## src/rtl/manchester_receiver.sv

```systemverilog
`timescale 1ns/1ps
// Manchester line receiver: oversampled cell decode, LSB-first byte assembly, EOF and coding-error detection.
// Optional feature macro MANRX_RESYNC_EN: realign the phase counter on mid-cell line transitions.
module manchester_receiver #(
    parameter int CLKFREQ = 100_000_000,
    parameter int BAUD    = 9600,
    parameter int SAMPLES = 16
) (
    input  logic       clk,
    input  logic       rst,
    input  logic       rxd,
    output logic [7:0] data,
    output logic       valid,
    output logic       cardet,
    output logic       error,
    output logic       eof
);

    localparam int DIV_RAW = CLKFREQ / (BAUD * SAMPLES);
    localparam int DIV     = (DIV_RAW < 1) ? 1 : DIV_RAW;
    localparam int TW      = (DIV > 1) ? $clog2(DIV) : 1;
    localparam int PW      = $clog2(SAMPLES);
    localparam int CW      = $clog2(2 * SAMPLES + 1);

    localparam logic [TW-1:0] TICK_LAST = TW'(DIV - 1);
    localparam logic [PW-1:0] PH_H1     = PW'(SAMPLES / 4);
    localparam logic [PW-1:0] PH_H2     = PW'((3 * SAMPLES) / 4);
    localparam logic [PW-1:0] PH_LAST   = PW'(SAMPLES - 1);
    // The all-high cell that led into EOFCHK already covers one bit time of the two.
    localparam logic [CW-1:0] EOF_LAST  = CW'(SAMPLES - 2);
    localparam logic [CW-1:0] HUNT_LAST = CW'(2 * SAMPLES - 1);

    typedef enum logic [1:0] {IDLE, RECV, EOFCHK, HUNT} state_t;

    state_t        state_q, state_d;
    logic          sync1_q, sync1_d;
    logic          sync2_q, sync2_d;
    logic          prev_q, prev_d;
    logic [TW-1:0] tick_cnt_q, tick_cnt_d;
    logic [PW-1:0] phase_q, phase_d;
    logic [2:0]    bit_idx_q, bit_idx_d;
    logic [7:0]    shift_q, shift_d;
    logic          h1_q, h1_d;
    logic          h2_q, h2_d;
    logic [CW-1:0] cnt_q, cnt_d;
    logic [7:0]    data_q, data_d;
    logic          valid_q, valid_d;
    logic          cardet_q, cardet_d;
    logic          error_q, error_d;
    logic          eof_q, eof_d;
    logic          tick;
    logic          rx_fall;

`ifdef MANRX_RESYNC_EN
    localparam logic [PW-1:0] PH_MID    = PW'(SAMPLES / 2);
    localparam logic [PW-1:0] PH_WIN_LO = PW'(SAMPLES / 2 - 2);
    localparam logic [PW-1:0] PH_WIN_HI = PW'(SAMPLES / 2 + 2);

    logic resync_q, resync_d;
    logic rx_edge;
    logic in_window;

    assign rx_edge   = sync2_q ^ prev_q;
    assign in_window = (phase_q >= PH_WIN_LO) && (phase_q <= PH_WIN_HI);
`endif

    assign tick    = (tick_cnt_q == TICK_LAST);
    assign rx_fall = prev_q & ~sync2_q;

    always_comb begin
        sync1_d    = rxd;
        sync2_d    = sync1_q;
        prev_d     = sync2_q;
        tick_cnt_d = tick ? '0 : tick_cnt_q + TW'(1);
        state_d    = state_q;
        phase_d    = phase_q;
        bit_idx_d  = bit_idx_q;
        shift_d    = shift_q;
        h1_d       = h1_q;
        h2_d       = h2_q;
        cnt_d      = cnt_q;
        data_d     = data_q;
        cardet_d   = cardet_q;
        valid_d    = 1'b0;
        error_d    = 1'b0;
        eof_d      = 1'b0;
`ifdef MANRX_RESYNC_EN
        resync_d   = (state_q == RECV) ? resync_q : 1'b0;
`endif

        case (state_q)
            IDLE: begin
                if (rx_fall) begin
                    state_d    = RECV;
                    phase_d    = '0;
                    bit_idx_d  = '0;
                    cardet_d   = 1'b1;
                    tick_cnt_d = '0;
                end
            end

            RECV: begin
`ifdef MANRX_RESYNC_EN
                if (rx_edge && in_window) resync_d = 1'b1;
`endif
                if (tick) begin
                    if (phase_q == PH_H1) h1_d = sync2_q;
                    if (phase_q == PH_H2) h2_d = sync2_q;
                    phase_d = phase_q + PW'(1);
`ifdef MANRX_RESYNC_EN
                    if (resync_q || (rx_edge && in_window)) begin
                        phase_d  = PH_MID;
                        resync_d = 1'b0;
                    end
`endif
                    if (phase_q == PH_LAST) begin
                        phase_d = '0;
                        if (h1_q != h2_q) begin
                            shift_d = {h2_q, shift_q[7:1]};
                            if (bit_idx_q == 3'd7) begin
                                data_d    = {h2_q, shift_q[7:1]};
                                valid_d   = 1'b1;
                                bit_idx_d = '0;
                            end else begin
                                bit_idx_d = bit_idx_q + 3'd1;
                            end
                        end else if (h1_q && (bit_idx_q == 3'd0)) begin
                            state_d = EOFCHK;
                            cnt_d   = '0;
                        end else begin
                            error_d  = 1'b1;
                            cardet_d = 1'b0;
                            state_d  = HUNT;
                            cnt_d    = '0;
                        end
                    end
                end
            end

            EOFCHK: begin
                // A low line here is the leading half of another cell, not an EOF.
                if (!sync2_q) begin
                    state_d    = RECV;
                    phase_d    = '0;
                    bit_idx_d  = '0;
                    tick_cnt_d = '0;
                end else if (tick) begin
                    if (cnt_q == EOF_LAST) begin
                        eof_d    = 1'b1;
                        cardet_d = 1'b0;
                        state_d  = IDLE;
                    end else begin
                        cnt_d = cnt_q + CW'(1);
                    end
                end
            end

            HUNT: begin
                if (tick) begin
                    if (!sync2_q) begin
                        cnt_d = '0;
                    end else if (cnt_q == HUNT_LAST) begin
                        state_d = IDLE;
                    end else begin
                        cnt_d = cnt_q + CW'(1);
                    end
                end
            end

            default: state_d = IDLE;
        endcase
    end

    always_ff @(posedge clk or negedge rst) begin
        if (!rst) begin
            state_q    <= IDLE;
            sync1_q    <= 1'b1;
            sync2_q    <= 1'b1;
            prev_q     <= 1'b1;
            tick_cnt_q <= '0;
            phase_q    <= '0;
            bit_idx_q  <= '0;
            shift_q    <= '0;
            h1_q       <= 1'b0;
            h2_q       <= 1'b0;
            cnt_q      <= '0;
            data_q     <= '0;
            valid_q    <= 1'b0;
            cardet_q   <= 1'b0;
            error_q    <= 1'b0;
            eof_q      <= 1'b0;
`ifdef MANRX_RESYNC_EN
            resync_q   <= 1'b0;
`endif
        end else begin
            state_q    <= state_d;
            sync1_q    <= sync1_d;
            sync2_q    <= sync2_d;
            prev_q     <= prev_d;
            tick_cnt_q <= tick_cnt_d;
            phase_q    <= phase_d;
            bit_idx_q  <= bit_idx_d;
            shift_q    <= shift_d;
            h1_q       <= h1_d;
            h2_q       <= h2_d;
            cnt_q      <= cnt_d;
            data_q     <= data_d;
            valid_q    <= valid_d;
            cardet_q   <= cardet_d;
            error_q    <= error_d;
            eof_q      <= eof_d;
`ifdef MANRX_RESYNC_EN
            resync_q   <= resync_d;
`endif
        end
    end

    assign data   = data_q;
    assign valid  = valid_q;
    assign cardet = cardet_q;
    assign error  = error_q;
    assign eof    = eof_q;

endmodule

```

## config.mk

```make
export PLATFORM = sky130hd
export DESIGN_NAME = manchester_receiver
export DESIGN_NICKNAME = d
export VERILOG_FILES = /design/src/rtl/manchester_receiver.sv
export SDC_FILE = /design/constraint.sdc
export NUM_CORES = 1
export LEC_CHECK = 0
export CAP_MARGIN = 5
export CORE_ASPECT_RATIO = 1.25
export CORE_MARGIN = 5
export CORE_UTILIZATION = 55
export CTS_CLUSTER_DIAMETER = 100
export DETAILED_ROUTE_END_ITERATION = 10
export PLACE_DENSITY = 0.75
export SYNTH_ARGS = -nofsm -noshare
export SYNTH_HDL_FRONTEND = slang
export SYNTH_SLANG_ARGS = --single-unit
```

## constraint.sdc

```tcl
create_clock -name clk -period 3.3 [get_ports clk]
set_clock_uncertainty 0.05 [all_clocks]
set_input_delay 0.825 -clock clk [delete_from_list [all_inputs] [get_ports clk]]
set_output_delay 0.825 -clock clk [all_outputs]
set_load 0.05 [all_outputs]
```

==> results of run 1 <==
[cells in the final DEF, fill, tap and decap left out, types with 2 or more instances in the layout]
cell type,n
a22o_1,7
nor3_1,4
o41ai_2,4
clkinvlp_4,2
xnor2_1,5
a21o_1,2
dfrtp_1,46
buf_4,3
o41ai_1,4
mux2i_1,5
ha_1,14
nand3_1,14
o211ai_1,2
dfstp_2,3
clkbuf_8,5
a31oi_1,5
clkdlybuf4s50_1,13
nor2_1,23
mux2_4,2
nand2_1,9
inv_1,16
mux2_2,19
nand2b_1,2
and4_1,2
xor2_1,4
and3_1,5
o21ai_0,4
[state kept, by name, indices dropped and copies added (netlist names)]
| register | flops |
|---|---|
| valid | 1 |
| state_q | 2 |
| prev_q | 1 |
| error | 1 |
| h2_q | 1 |
| cnt_q | 6 |
| sync1_q | 1 |
| data | 8 |
| bit_idx_q | 3 |
| eof | 1 |
| phase_q | 4 |
| h1_q | 1 |
| tick_cnt_q | 10 |
| cardet | 1 |
| shift_q | 7 |
| prev_d | 1 |
[metal layers]
layer	GRT usage, %	vias up	routed length, um
li1	-	841	-
met5	0	-	0
met4	6.838	0	106
met2	26.92	27	2314
met3	3.869	13	127
met1	22.31	832	2098
[report_power, final]
part / switching (mW) / internal, mW / total [mW]
Combinational: 0.387 / 0.263 / 0.650
Sequential: 0.0816 / 0.676 / 0.758
Clock: 0.212 / 0.154 / 0.367
Total: 0.681 / 1.09 / 1.77
[path summary, 6_finish.rpt]
| path | from | to | slack, ns | cells past startpoint |
|---|---|---|---|---|
| max in group asynchronous | rst | phase_q[0] | 2.04 | 2 |
| hold reg to reg | sync1_q | prev_d | 0.31 | 0 |
| min in group asynchronous | rst | shift_q[6] | 0.43 | 1 |
| setup / recovery | tick_cnt_q[0] | cnt_q[1] | 0.66 | 7 |
| setup reg to reg | tick_cnt_q[0] | cnt_q[1] | 0.66 | 7 |
| hold / removal | sync1_q | prev_d | 0.31 | 0 |
[kinds of logic (layout without fill, tap and decap cells)]
logic type	Yosys count	count (layout)	share of synthesized area [%]
flops	49	49	48.76
mux	26	26	11.66
buf+inv	20	41	3.323
xor+xnor	9	9	3.125
compound gates	34	34	11.26
fa+ha+maj	14	14	6.945
simple gates	71	71	14.93
[worst max-delay path, cell delays in order, from the launching register on]
cell	delay [ns]
dfrtp_1	0.43
inv_1	0.08
ha_1	0.13
and4b_1	0.27
nand4_4	0.23
o31a_1	0.43
or3_1	0.55
mux2_4	0.35
[final cells by class]
type                            count  area [um^2]
Tap cell                           58        72.57
Inverter                           16        60.06
Multi-Input combinational cell    154         1209
Timing Repair Buffer               17        157.7
Clock inverter                      3        26.28
Fill cell                         387         1602
Clock buffer                        5        68.82
Sequential cell                    49         1230
==> impl_metrics.csv, run 1 <==
group,metric,value,unit
die,die_area,0.006049,mm^2
global_route,grt_pass1_wl,8280,um
cts,clockBufferDepth,2,
cts,cts.reportedPaths.clkPinSlew,0.09,ns
cts,cts-buffers-inserted,5,
global_route,grt.overflow.total,0,
sta,setup_viol,0,
pwr,p_total,1.774,mW
worst_setup_path,cp-end-kind,"flip-flop",
die,initial_core_util,57.00,%
final_layout,n_antenna_cell,0,
drt,drt-pass1-iter-count,4,
worst_setup_path,worstPathMaxFanout,15,
die,rows,27,
placement,dp_slack,0.6953,ns
drt,wirelength,4647,um
final_layout,area_growth_syn_to_layout,11.95,%
global_route,antenna_found_initial,0,
drt,drt_iter0_markers,101,
cts,cts-resized-gates,0,
cts,cts_sinks,49,
synthesis,yosysTopAreaCellShare,45.63,%
synthesis,synth_nets,240,
worst_setup_path,critical_path_arrival,2.78,ns
placement,io_buffers,14,
global_route,grt_max_degree,27,
synthesis,ys_ff_latch,49,
synthesis,synth-main-ff-cell,"dfrtp_1",
die,dieHeight,85.72,um
placement,dp_hpwl,3387,um
placement,gp_congestion,0.8763,
sta,relSlewSlack,50.49,%
worst_setup_path,cp.required,3.44,ns
placement,dp.cells,294,
cts,hold_buffers,0,
cts,cts_setup_buffers,0,
synthesis,yosys.cell_count.top_type,"dfrtp_1",
drt,wl_per_cell,15.39,um
sta,rsz0062_at_grt,"no",
sta,worst_pin_slew,0.7386,ns
worst_setup_path,cp-start-kind,"flip-flop",
sta,fin_ws,0.6622,ns
sta,finalMaxSlewViolations,0,
synthesis,synthDistinctLibCells,44,
drt,vias_per_cell,5.672,
sta,holdWs,0.3094,ns
cts,clk_latency,0.30,ns
pwr,ir_drop,0.4511,mV
die,fp.dieW,70.57,um
drt,antenna_left,0,
synthesis,yosysSeqAreaShare,48.76,%
cts,clockRootBuffer,"clkbuf_8",
final_layout,fin_cells,302,
synthesis,yosysTopAreaCell,"dfrtp_1",
synthesis,syn_area_per_cell,11.31,um^2
worst_setup_path,crit_type,"reg2reg",
sta,finalHoldViolCount,0,
global_route,track_usage,16.88,%
sta,max_freq,0.3791,GHz
synthesis,syn_inst,223,
synthesis,synth.area.top_cells,"dfrtp_1 (46%), mux2_2 (8.5%), ha_1 (6.9%)",
pwr,power.density,628.1,mW/mm^2
sta,min_period,2.638,ns
pwr,p_leak,1.325,nW
cts,cts_tree,"built",
synthesis,synth_commonest_cells,"dfrtp_1 (46), nor2_1 (23), mux2_2 (19)",
drt,remaining_drc_errors,0,
die,coreArea,0.004425,mm^2
synthesis,synth_edf_count,0,
placement,dpl-instance-area,0.002729,mm^2
synthesis,syn_area,0.002522,mm^2
die,ioPinCount,15,
flow_run,maxCapViolations,0,
status,run_status,"complete, no violations",
final_layout,final_cell_area,0.002824,mm^2
synthesis,async_flop_share,100.0,%
sta,setup-tns-final,0,ns
sta,finalCritPeriodShare,79.93,%
hold_path,hold_path.class,"reg2reg",
synthesis,ys_warn_count,0,
global_route,grt_pass1_vias,1758,
final_layout,fin_util,63.81,%
drt,vias,1713,
cts,cts.htree.levels,2,
final_layout,drive_above_1_share,17.62,%
final_layout,fin_nets,260,
No activity file was read; power rests on OpenSTA's default activity.
==> run 2: changes to the inputs <==
Settings changed: CORE_UTILIZATION 55 to 53.
Clock period 3.3 ns to 2.2 ns, I/O delays scaled along.
==> impl_metrics.csv, run 2 (synthesis results as in run 1) <==
group,metric,value,unit
sta,fin_ws,0.06372,ns
drt,wl_per_cell,15.23,um
global_route,grt_pass1_vias,1845,
worst_setup_path,cp-start-kind,"flip-flop",
cts,cts-buffers-inserted,5,
worst_setup_path,worst_path_max_delay_cell,"or3_4",
final_layout,fin_nets,277,
flow_run,maxCapViolations,0,
sta,finalMaxSlewViolations,0,
sta,worst_pin_slew,0.7534,ns
pwr,p_leak,1.496,nW
worst_setup_path,reg2reg_slack,0.06,ns
worst_setup_path,timing.rr.end,"cnt_q[3]",
sta,relSlewSlack,49.43,%
worst_setup_path,crit_path_cell_trace,"inv_1 > ha_1 > and4b_2 > and4_4 > a31oi_4 > or3_4 > buf_6 > o41ai_4",
worst_setup_path,crit_path_max_incr_delay,0.44,ns
sta,finalCritPeriodShare,97.10,%
pwr,p_total,3.071,mW
global_route,gr-usage-met3,3.811,%
global_route,grt_busiest_layer,"met2",
worst_setup_path,cp_num_buf_inv,2,
worst_setup_path,timing.rr.start,"tick_cnt_q[0]",
cts,clockRootBuffer,"clkbuf_8",
drt,remaining_drc_errors,0,
pwr,power.density,981.4,mW/mm^2
pwr,ir_drop,0.6852,mV
die,dieHeight,87.13,um
worst_setup_path,cp-end-kind,"flip-flop",
cts,cts.reportedPaths.clkPinSlew,0.09,ns
cts,clockBufferDepth,2,
drt,wirelength,4890,um
global_route,grt_use_met1,20.11,%
final_layout,layout.cells.most_common,"dfrtp_1",
drt,vias_per_cell,5.620,
worst_setup_path,worstRegToRegCells,8,
die,coreArea,0.004695,mm^2
placement,dp_hpwl,3316,um
placement,io_buffers,14,
cts,clk_latency,0.31,ns
die,fp.dieW,71.71,um
sta,max_freq,0.4681,GHz
sta,rsz0062_at_grt,"yes",
worst_setup_path,crit_type,"reg2reg",
placement,dp_slack,0.001651,ns
global_route,grtUsageMet2,27.09,%
drt,vias,1804,
final_layout,largest_reg_flops,10,
status,run_status,"complete, no violations",
drt,drt_iter0_markers,74,
final_layout,n_antenna_cell,0,
global_route,grt_pass1_wl,8093,um
global_route,antenna_found_initial,0,
global_route,track_usage,16.18,%
cts,cts_sinks,49,
sta,min_period,2.136,ns
worst_setup_path,critical_path_arrival,2.29,ns
sta,finalHoldViolCount,0,
die,ioPinCount,15,
die,initial_core_util,53.73,%
die,rows,28,
worst_setup_path,cp.required,2.35,ns
global_route,grt_max_degree,32,
worst_setup_path,worstPathMaxFanout,4,
sta,setup-tns-final,0,ns
global_route,grt.overflow.total,0,
cts,cts.htree.levels,2,
sta,setup_viol,0,
hold_path,hold_path.class,"in2async",
cts,cts_tree,"built",
final_layout,layout_common_cells,"dfrtp_1 (46), nor2_1 (23), mux2_2 (19)",
final_layout,top_register,"tick_cnt_q",
placement,gp_congestion,0.8687,
drt,antenna_left,0,
final_layout,drive_above_1_share,27.20,%
die,die_area,0.006248,mm^2
final_layout,area_growth_syn_to_layout,24.06,%
drt,drt-pass1-iter-count,4,
worst_setup_path,cp_top_family,"simple AND/OR/NAND/NOR gates",
==> run 2: cell count changes in the layout (fill, tap and decap cells not counted), moves of 2 or more <==
cell     before  now
o41ai_1       4    0
buf_4         3   18
o41ai_4       0    6
a31oi_1       5    3
o41ai_2       4    2
==> run 2: cell type report <==
class	count	area [um^2]
tap	60	75.07
clock buffer	6	82.58
clock inverter	2	37.54
fill	366	1565
inverter	16	60.06
sequential	49	1230
timing repair buffer	34	301.5
multi-input combinational	154	1343
==> run 2: report_power, final <==
part	switching [mW]	leakage [nW]	internal, mW
registers	0.0974	0.658	1.01
clock network	0.304	0.0574	0.370
logic	0.760	0.781	0.527
==> run 2: through the flow <==
| stage | hold slack, ns | util, % | cells | cell area (um^2) |
|---|---|---|---|---|
| 2_1_floorplan | 0.2044 | - | 223 | 2546 |
| 3_3_place_gp | 0.2966 | 61.46 | 312 | 2885 |
| 3_5_place_dp | 0.2972 | 61.46 | 312 | 2885 |
| 4_1_cts | 0.1409 | 64.13 | 320 | 3010 |
| 5_1_grt | 0.1655 | 66.66 | 321 | 3129 |
| 6_report | 0.1279 | 66.66 | 321 | 3129 |
==> run 2: how the worst max path moves through the flow <==
stage	start	endpoint	cells past startpoint
final	tick_cnt_q[0]	cnt_q[3]	8
after global routing	cnt_q[1]	state_q[1]	6
after floorplan	tick_cnt_q[0]	cnt_q[0]	8
after detailed placement	tick_cnt_q[0]	cnt_q[4]	8
after CTS	tick_cnt_q[0]	cnt_q[4]	8
after global placement	tick_cnt_q[0]	cnt_q[2]	8
==> run 2: repair_timing <==
| action | 4_1_cts | 5_1_grt |
|---|---|---|
| pin swaps | 0 | 1 |
| setup endpoints to repair | 4 | 4 |
| gates resized for setup | 1 | 14 |
| hold buffers | 0 | 0 |
| buffers inserted | 0 | 1 |
| cloned | 0 | 0 |
==> run 2: metal layers <==
metal / vias to the layer above / routed length, um
met4: 0 / 84
met2: 30 / 2503
li1: 879 / -
met1: 886 / 2116
met3: 9 / 185
met5: - / 0
==> run 3: changes to the inputs <==
Settings changed: ABC_AREA set to 1.
==> impl_metrics.csv, run 3 <==
group,metric,value,unit
final_layout,fin_nets,356,
sta,finalMaxSlewViolations,0,
worst_setup_path,crit_path_cell_trace,"clkdlybuf4s50_1",
status,run_status,"complete, no violations",
global_route,grt_max_degree,50,
sta,finalHoldViolCount,0,
worst_setup_path,cp-start-kind,"flip-flop",
cts,cts_sinks,49,
synthesis,yosysTopAreaCell,"dfrtp_1",
synthesis,syn_area,0.002666,mm^2
drt,antenna_left,0,
global_route,gr-usage-met3,2.362,%
die,fp.dieW,73.44,um
global_route,track_usage,16.44,%
sta,worst_pin_slew,0.4947,ns
final_layout,largest_reg_flops,10,
cts,clockBufferDepth,2,
die,initial_core_util,55.55,%
die,die_area,0.006558,mm^2
worst_setup_path,cp.required,1.60,ns
sta,rsz0062_at_grt,"no",
final_layout,layout.cells.most_common,"nand2_1",
worst_setup_path,worst_path_max_delay_cell,"clkdlybuf4s50_1",
final_layout,layout_common_cells,"nand2_1 (88), dfrtp_1 (46), inv_1 (38)",
synthesis,yosysSeqAreaShare,46.13,%
global_route,grt_busiest_layer,"met2",
synthesis,syn_inst,318,
final_layout,area_growth_syn_to_layout,11.78,%
global_route,grt_pass1_wl,8576,um
cts,clk_latency,0.31,ns
synthesis,syn_area_per_cell,8.385,um^2
worst_setup_path,crit_path_max_incr_delay,0.80,ns
cts,cts_tree,"built",
synthesis,synth-main-ff-cell,"dfrtp_1",
placement,gp_congestion,0.8689,
cts,cts-buffers-inserted,5,
synthesis,yosys.cell_count.top_type,"nand2_1",
pwr,power.density,907.5,mW/mm^2
global_route,antenna_found_initial,0,
synthesis,async_flop_share,100.0,%
die,dieHeight,89.30,um
sta,setup_viol,0,
synthesis,ys_warn_count,0,
synthesis,synth_edf_count,0,
pwr,p_total,2.705,mW
cts,cts.reportedPaths.clkPinSlew,0.10,ns
final_layout,drive_above_1_share,12.06,%
worst_setup_path,cp-end-kind,"output pin",
drt,drt-pass1-iter-count,4,
final_layout,n_antenna_cell,0,
cts,cts-resized-gates,0,
global_route,grt_pass1_vias,1962,
synthesis,synth_nets,335,
drt,wirelength,4719,um
synthesis,yosysTopAreaCellShare,43.17,%
synthesis,synth.area.top_cells,"dfrtp_1 (43%), nand2_1 (12%), ha_1 (6.6%)",
global_route,grt.overflow.total,0,
placement,io_buffers,14,
synthesis,synth_commonest_cells,"nand2_1 (88), dfrtp_1 (46), inv_1 (38)",
cts,clockRootBuffer,"clkbuf_8",
hold_path,hold_path.class,"in2async",
worst_setup_path,critical_path_arrival,1.47,ns
pwr,ir_drop,0.4555,mV
global_route,grtUsageMet2,27.98,%
cts,cts_setup_buffers,0,
drt,drt_iter0_markers,63,
cts,cts.htree.levels,2,
die,coreArea,0.004800,mm^2
global_route,grt_use_met1,21.15,%
sta,min_period,2.069,ns
cts,hold_buffers,0,
final_layout,top_register,"tick_cnt_q",
die,rows,28,
drt,vias_per_cell,5.100,
die,ioPinCount,15,
drt,wl_per_cell,11.80,um
worst_setup_path,cp_num_buf_inv,1,
synthesis,synthDistinctLibCells,26,
sta,finalCritPeriodShare,94.06,%
pwr,p_leak,1.404,nW
drt,vias,2040,
sta,relSlewSlack,66.92,%
placement,dp_hpwl,3505,um
sta,max_freq,0.4833,GHz
worst_setup_path,crit_type,"reg2out",
drt,remaining_drc_errors,0,
flow_run,maxCapViolations,0,
synthesis,ys_ff_latch,49,
worst_setup_path,cp_top_family,"buffers and inverters",
worst_setup_path,reg2reg_slack,0.35,ns
worst_setup_path,worstPathMaxFanout,2,
sta,setup-tns-final,0,ns
-- run 3: cell types whose count changed in the layout (fill, tap and decap cells not counted), moves of 6 or more --
cell,before,now
inv_1,16,38
nand2_1,9,88
o41ai_4,6,0
a22o_1,7,0
o21ai_2,0,15
nand3_1,14,22
buf_4,18,3
nand4_1,1,13
o21ai_0,4,10
mux2_2,19,0
nor2_1,23,34
-- run 3: area by class of cell --
class | count | area, um^2
Multi-Input combinational cell | 227 | 1261
Clock buffer | 5 | 68.82
Tap cell | 60 | 75.07
Timing Repair Buffer | 18 | 177.7
Sequential cell | 49 | 1230
Clock inverter | 3 | 25.02
Inverter | 38 | 142.6
Fill cell | 417 | 1819
-- run 3: report_power, final --
| group | switching (mW) | internal, mW |
|---|---|---|
| clock | 0.315 | 0.230 |
| sequential | 0.122 | 1.01 |
| combinational | 0.665 | 0.360 |
| total | 1.10 | 1.60 |
-- run 3: stage by stage --
step	util (%)	area, um^2	setup WS, ns	std cells	hold WS (ns)
floorplan	-	2666	0.5433	318	0.2044
global placement	60.14	2887	0.3946	392	0.2965
detailed placement	60.14	2887	0.3631	392	0.3059
CTS	62.10	2980	0.1099	400	0.1677
global route	62.10	2980	0.07929	400	0.1853
finish	62.10	2980	0.1308	400	0.1561
-- run 3: layer usage --
layer	share of wire [%]	wire length [um]
met4	1.7	80
met3	2.9	136
met5	0	0
met2	48	2276
met1	47	2225
-- run 3: worst paths after layout --
check,startpoint,endpoint,cells after the start
worst max-delay path,data[4],data[4],1
worst min-delay path,rst,data[4],2
worst max register to register,state_q[1],cnt_q[5],8
worst min register to register,sync1_q,prev_d,0
max in group asynchronous,rst,prev_q,2
min in group clk,sync1_q,prev_d,0
-- run 3: cells by family (layout without fill, tap and decap cells) --
group	Yosys count	count (layout)	share of synthesized area, %
flip-flops	49	49	46.13
AO/OA/AOI/OAI	31	31	8.354
XOR/XNOR	7	7	2.299
AND/OR/NAND/NOR	175	175	30.08
adder cells (fa/ha/maj)	14	14	6.570
buffers and inverters	42	64	6.570
